File: src/rtl/pipe_pkg.sv
// Shared definitions for pipeline register slices.
//
// Contents:
//   skid_state_t        - state encoding of the two-entry skid buffer
//   skid_occupancy()    - entries held in a given state
//   skid_in_ready()     - whether a given state can accept a word
//   skid_out_valid()    - whether a given state presents a word downstream
package pipe_pkg;

    typedef enum logic [1:0] {
        SKID_EMPTY = 2'd0,
        SKID_BUSY  = 2'd1,
        SKID_FULL  = 2'd2
    } skid_state_t;

    localparam logic [1:0] SKID_OCC_EMPTY = 2'd0;
    localparam logic [1:0] SKID_OCC_BUSY  = 2'd1;
    localparam logic [1:0] SKID_OCC_FULL  = 2'd2;

    function automatic logic [1:0] skid_occupancy(input skid_state_t st);
        logic [1:0] occ;
        case (st)
            SKID_BUSY: occ = SKID_OCC_BUSY;
            SKID_FULL: occ = SKID_OCC_FULL;
            default:   occ = SKID_OCC_EMPTY;
        endcase
        return occ;
    endfunction

    function automatic logic skid_in_ready(input skid_state_t st);
        return (st != SKID_FULL);
    endfunction

    function automatic logic skid_out_valid(input skid_state_t st);
        return (st == SKID_BUSY) || (st == SKID_FULL);
    endfunction

endpackage

File: src/rtl/pipe_skid_buffer.sv
// Two-entry valid/ready register slice.
//
// Cuts the combinational ready path between producer and consumer while still
// sustaining one transfer per cycle. Every output comes straight from a flop.
//
// State table:
//   state      | meaning
//   SKID_EMPTY | nothing held; out_valid=0, in_ready=1, occupancy=0
//   SKID_BUSY  | one word in main; out_valid=1, in_ready=1, occupancy=1
//   SKID_FULL  | main and skid both held; out_valid=1, in_ready=0, occupancy=2
//
// Ports:
//   clk        clock, all flops on posedge
//   rst        asynchronous reset, active-high
//   in_valid   upstream has data on in_data
//   in_data    upstream payload
//   in_ready   buffer accepts this cycle (registered)
//   out_valid  out_data is valid (registered)
//   out_data   payload to the downstream stage (registered, from main)
//   out_ready  downstream accepts this cycle
//   occupancy  entries held: 0, 1 or 2 (registered)
module pipe_skid_buffer
    import pipe_pkg::*;
#(
    parameter int WIDTH = 8
) (
    input  logic             clk,
    input  logic             rst,
    input  logic             in_valid,
    input  logic [WIDTH-1:0] in_data,
    output logic             in_ready,
    output logic             out_valid,
    output logic [WIDTH-1:0] out_data,
    input  logic             out_ready,
    output logic [1:0]       occupancy
);

    skid_state_t      r_state;
    logic             r_in_ready;
    logic             r_out_valid;
    logic [1:0]       r_occupancy;
    logic [WIDTH-1:0] r_main;
    logic [WIDTH-1:0] r_skid;

    skid_state_t      w_state_nxt;
    logic [WIDTH-1:0] w_main_nxt;
    logic [WIDTH-1:0] w_skid_nxt;
    logic             w_in_fire;
    logic             w_out_fire;

    // Handshakes use the registered ready/valid, so nothing from the inputs
    // reaches an output combinationally.
    assign w_in_fire  = in_valid  & r_in_ready;
    assign w_out_fire = r_out_valid & out_ready;

    always_comb begin
        w_state_nxt = r_state;
        w_main_nxt  = r_main;
        w_skid_nxt  = r_skid;

        case (r_state)
            SKID_EMPTY: begin
                // out_valid is low here, so there is no bypass to consume
                if (w_in_fire) begin
                    w_main_nxt  = in_data;
                    w_state_nxt = SKID_BUSY;
                end
            end

            SKID_BUSY: begin
                if (w_in_fire && w_out_fire) begin
                    w_main_nxt = in_data;
                end else if (w_in_fire) begin
                    // main is stalled downstream; park the new word in skid
                    w_skid_nxt  = in_data;
                    w_state_nxt = SKID_FULL;
                end else if (w_out_fire) begin
                    // main keeps its stale value; out_valid hides it
                    w_state_nxt = SKID_EMPTY;
                end
            end

            SKID_FULL: begin
                // in_ready is low, so only the output side can move
                if (w_out_fire) begin
                    w_main_nxt  = r_skid;
                    w_state_nxt = SKID_BUSY;
                end
            end

            default: begin
                w_state_nxt = SKID_EMPTY;
            end
        endcase
    end

    always_ff @(posedge clk or posedge rst) begin
        if (rst) begin
            r_state     <= SKID_EMPTY;
            r_in_ready  <= 1'b1;
            r_out_valid <= 1'b0;
            r_occupancy <= SKID_OCC_EMPTY;
            r_main      <= '0;
            r_skid      <= '0;
        end else begin
            r_state     <= w_state_nxt;
            // decoded from the next state so the flops always agree with r_state
            r_in_ready  <= skid_in_ready(w_state_nxt);
            r_out_valid <= skid_out_valid(w_state_nxt);
            r_occupancy <= skid_occupancy(w_state_nxt);
            r_main      <= w_main_nxt;
            r_skid      <= w_skid_nxt;
        end
    end

    assign in_ready  = r_in_ready;
    assign out_valid = r_out_valid;
    assign out_data  = r_main;
    assign occupancy = r_occupancy;

endmodule

File: config.mk
export PLATFORM = sky130hd
export DESIGN_NAME = pipe_skid_buffer
export DESIGN_NICKNAME = d
export VERILOG_FILES = /design/src/rtl/pipe_pkg.sv /design/src/rtl/pipe_skid_buffer.sv
export SDC_FILE = /design/constraint.sdc
export NUM_CORES = 1
export LEC_CHECK = 0
export BUFFER_PORTS_ARGS = -buffer_cell sky130_fd_sc_hd__buf_2
export CORE_ASPECT_RATIO = 1.5
export CORE_MARGIN = 8
export CORE_UTILIZATION = 51
export DETAILED_ROUTE_END_ITERATION = 8
export PLACE_DENSITY = 0.85
export SETUP_SLACK_MARGIN = 0.05
export SKIP_LAST_GASP = 1
export SYNTH_ARGS = -nofsm -noshare
export SYNTH_HDL_FRONTEND = slang
export SYNTH_SLANG_ARGS = --single-unit
File: constraint.sdc
create_clock -name clk -period 1.89 [get_ports clk]
set_clock_uncertainty 0.1 [all_clocks]
set_input_delay 0.189 -clock clk [delete_from_list [all_inputs] [get_ports clk]]
set_output_delay 0.189 -clock clk [all_outputs]
set_load 0.02 [all_outputs]
== Yosys cells after proc, flatten, opt, wreduce, memory -nomap -nowiden ==
Cells that the tools add are included.
Operators by class
  equality and inequality tests: 8
  mux-type cells: 11
  bitwise gates (word level): 3
  reduce and logical (&&, ||, !) cells: 6
Operators with widths (number)
  8-bit 2-to-1 mux: 3
  8-bit one-hot mux with 3 select lines: 1
  2-bit 2-to-1 mux: 5
  2-bit inequality test (second input constant): 4
  2-bit one-hot mux with 3 select lines: 1
  2-bit by 1-bit equality test with 1-bit output (second input constant): 2
  2-bit equality test (second input constant): 2
  2-bit one-hot mux with 2 select lines: 1
  4-bit AND reduction: 1
  3-bit AND reduction: 1
  3-bit nonzero test: 1
  1-bit AND: 2
  2-bit zero test: 1
  1-bit logical AND: 1
  1-bit logical OR: 1
  1-bit inverter: 1
Word-level totals
  bits in registers: 22
  bits of input ports: 12
  output and inout port bits: 12
  logic and storage cells: 34

== Longest topological paths before layout ==
  depth in word-level cells: 7
  depth in mapped cells: 6
  gate-level depth less buffers: 6

== Worst setup path before layout ==
OpenSTA, ideal clock, no wires.
  kind: reg2reg
  from: register r_in_ready, in the netlist in_ready
  to: register r_out_valid, in the netlist out_valid
  setup time: 0.063 ns
  arrival time: 1.466 ns
  required time: 1.727 ns
  path slack: 0.261 ns
  cell stages (with the launch flop): 7
  path buffers: 0
  clock period less this slack: 1.629 ns
  path through: dfstp_2 > nand2_1 > nor2_1 > nand3_2 > o21ai_0 > ha_1 > inv_1
On the way
  longest elaborated chain between the ends: 6
  elaborated cells between the ends (all ways): 9
  classes of those cells: eq/ne: 2; mux: 4; bitwise: 1; reduce/logical: 2
Ends and longest elaborated chain
  start: declaration: line pipe_skid_buffer.sv:39  | logic r_in_ready;
  start signal: assignment: line pipe_skid_buffer.sv:108  | r_in_ready <= skid_in_ready(w_state_nxt);
  1-bit AND *: line pipe_skid_buffer.sv:53  | assign w_in_fire = in_valid & r_in_ready;
  2-bit 2-to-1 mux or 1-bit logical AND (tied branches): line pipe_skid_buffer.sv:73, pipe_skid_buffer.sv:71
  2-bit 2-to-1 mux: line pipe_skid_buffer.sv:71  | if (w_in_fire && w_out_fire) begin
  2-bit one-hot mux with 3 select lines *: line pipe_skid_buffer.sv:61  | case (r_state)
  via w_state_nxt[1]: line pipe_skid_buffer.sv:45  | skid_state_t w_state_nxt;
  2-bit by 1-bit equality test with 1-bit output or 2-bit equality test (tied branches): line pipe_pkg.sv:35  | return (st == SKID_BUSY) || (st == SKID_FULL);
  1-bit logical OR *: line pipe_pkg.sv:35
  end signal: assignment: line pipe_skid_buffer.sv:109  | r_out_valid <= skid_out_valid(w_state_nxt);
  end: declaration: line pipe_skid_buffer.sv:40  | logic r_out_valid;
The timed path passes the listed nets; every way through them passes the cells marked *.
A chain may end at the register's enable or synchronous reset.

== Worst setup path after layout ==
  from: register r_state[0]
  to: register r_main[4], in the netlist out_data[4]
On the way
  longest elaborated chain between the ends: 3
  elaborated cells between the ends (all ways): 9
  classes of those cells: eq/ne: 5; mux: 1; reduce/logical: 3
Ends and longest elaborated chain
  start: declaration: line pipe_skid_buffer.sv:38  | skid_state_t r_state;
  start signal: assignment: line pipe_skid_buffer.sv:106  | r_state <= w_state_nxt;
  2-bit by 1-bit equality test with 1-bit output (tied with other cells): line pipe_skid_buffer.sv:61
  2-bit inequality test (no source line) or 3-bit nonzero test (tied branches)
  4-bit AND reduction (no source line)
  end signal: assignment: line pipe_skid_buffer.sv:111  | r_main <= w_main_nxt;
  end: declaration: line pipe_skid_buffer.sv:42  | logic [WIDTH-1:0] r_main;
Parallel ways exist; a longest one is shown, timed or not.

==> results.toml <==
[worst_setup_path]
path_class = "reg -> reg"
cp.arrival_ps = 1780
endpoint_kind = "flip-flop"
start_kind = "flip-flop"
critPathMaxFanout = 11
reg2reg_depth = 4
cp.required_ps = 2000

[drt]
vias = 632
firstDrtPassIters = 4
drt.antenna.violating_nets = 0
drc_errors = 0
finalWirelength_um = 1860
viasPerCell = 5.27
drt_iter0_drc = 8
drt-wirelength-per-cell_um = 15.5

[pwr]
net-switching-power_mw = 0.755
p_per_area_mw_per_mm2 = 1700
pwr-share-seq = 0.405
clkPwrFrac = 0.125
p_sw_frac = 0.365
pwr-share-comb = 0.470
p_leak_nw = 0.614
internal_power_mw = 1.32
vdd_drop_max_v = 0.000853

[sta]
max_slew_margin = 0.768
fmax_mhz = 598
rsz0062_at_grt = "false"
drv_slew = 0
tns_ps = 0
setup_violations = 0
period_needed_ps = 1670
worstMarginPinSlew_ps = 345
period_share = 0.885
finalHoldViolations = 0
finalWorstSetupSlack_ps = 216

[global_routing]
antenna_found_initial = 0
grt_pass1_wl_um = 3140
global_route.usage.total = 0.110
grt_pass1_vias = 703
grt_max_degree = 23
grt.overflow.total = 0

[synth]
syn_inst = 69
synth_area_leaders = "dfrtp_1, mux2_2, mux2_4, ha_1, dfstp_2"
async_reset_ff_frac = 1.00
yosys.area.top_type_share = 0.513
ys_seq_elements = 22
yosysSeqAreaShare = 0.538
synth_common_cells = "dfrtp_1, mux2_2, mux2_4"
synth_edf_count = 0
synth_fp_nets = 84
synth_area_per_cell_sq_um = 14.9
synth_cell_types = 19
yosysMostFrequentCell = "dfrtp_1"
syn_area_sq_mm = 0.00102
synth_flop_cell = "dfrtp_1"
yosys.area.top_type = "dfrtp_1"
synth_warnings = 0

[hold_path]
holdPathStages = 2
worstHoldPathType = "in -> reg"

[cells_and_area]
regArea_sq_um = 552
nets = 114
syn2layout_area_growth_pct = 18.8
drive_above_1_share = 0.602
fillCellCount = 166
diodes = 0
multi_input_area_sq_um = 447
utilization = 0.624

[run]
drv_cap = 0

[floorplan]
fp.dieW_um = 52.6
fp.coreArea_sq_mm = 0.00195
top_level_ports = 24
initial_utilization = 0.525
die_h_um = 70.9
rows = 20
die_area_sq_mm = 0.00373

[clock_tree]
clk_latency_ps = 310
clockBufferDepth = 2
clockRootBuffer = "clkbuf_4"
numCtsBuffers = 3
cts.clk_slew.worst_paths_ps = 110
htreeDepth = 1
cts_setup_buffers = 0
cts_tree = "done"
clock_sinks = 22

[place]
io_buffers = 23
pre_cts_ws_ps = 215
dp_hpwl_um = 1370
globalplace.congestion = 0.743

[outcome]
outcome = "finished clean"
-- power by group through the flow --
stage                     clock (mW)  combinational, mW  sequential [mW]
after floorplan                    0              0.570             1.00
after global placement             0              0.962            0.834
after detailed placement           0              0.985            0.853
after CTS                      0.267              0.990            0.840
after global routing           0.279               1.05            0.874
final                          0.260              0.972            0.838
-- layout make-up --
type / instances / area share
tap: 22 / 0.0226
clock buffer: 4 / 0.0298
inverter: 4 / 0.0123
timing repair buffer: 26 / 0.115
multi-input combinational: 42 / 0.367
sequential: 22 / 0.453
-- state kept, by name (all words and copies together) (netlist names) --
register / cells
out_data: 8
r_skid: 8
occupancy: 2
r_state: 2
in_ready: 1
out_valid: 1
-- worst max-delay path, stage by stage (launching register included) --
cell and delay, ps:
dfrtp_1 430, nand2b_4 280, a21oi_2 120, nor2_4 250, mux2_2 380
-- per-layer routing --
| metal | GRT usage | vias to the layer above | part of all wire |
|---|---|---|---|
| met3 | 0.0231 | 5 | 0.037 |
| met4 | 0.0607 | 0 | 0.025 |
| met2 | 0.192 | 10 | 0.55 |
| li1 | - | 298 | - |
| met1 | 0.114 | 319 | 0.39 |
| met5 | 0 | - | 0 |
-- what timing repair did --
item,in CTS,in global routing
hold endpoints to repair,21,0
resized for setup,0,0
hold buffers,1,0
-- path summary, 6_finish.rpt --
path,start,slack (ps),to
min in group asynchronous,rst,350,out_valid
setup reg to reg,r_state[0],220,out_data[4]
setup / recovery,r_state[0],220,out_data[4]
hold reg to reg,out_data[5],410,out_data[5]
max in group asynchronous,rst,1070,in_ready
hold / removal,in_data[0],10,r_skid[0]
-- through the flow --
step / power (mW) / area [sq um] / instances / hold slack, ps
6_report: 2.07 / 1220 / 120 / 12.7
5_1_grt: 2.20 / 1220 / 120 / 17.8
4_1_cts: 2.10 / 1220 / 120 / 8.39
3_5_place_dp: 1.84 / 1170 / 115 / 148
3_3_place_gp: 1.80 / 1170 / 115 / 129
2_1_floorplan: 1.57 / 1020 / 69 / 77.5
-- logic make-up after synthesis --
group,synth area share
compound gates,0.0452
mux,0.293
flops,0.538
buf+inv,0.0256
fa+ha+maj,0.0366
simple gates,0.0611
-- cells in the final DEF, fill, tap and decap left out, types with 2 or more instances in the layout --
cell / netlist / layout
dfrtp_1: 21 / 21
buf_4: 0 / 2
ha_1: 3 / 3
nor2_1: 2 / 2
mux2_2: 16 / 16
inv_1: 4 / 4
o21a_1: 2 / 2
buf_2: 0 / 23
nand2_1: 2 / 2
mux2_4: 8 / 8
clkbuf_4: 0 / 3
Note: power is estimated with default switching activity, not from simulation.
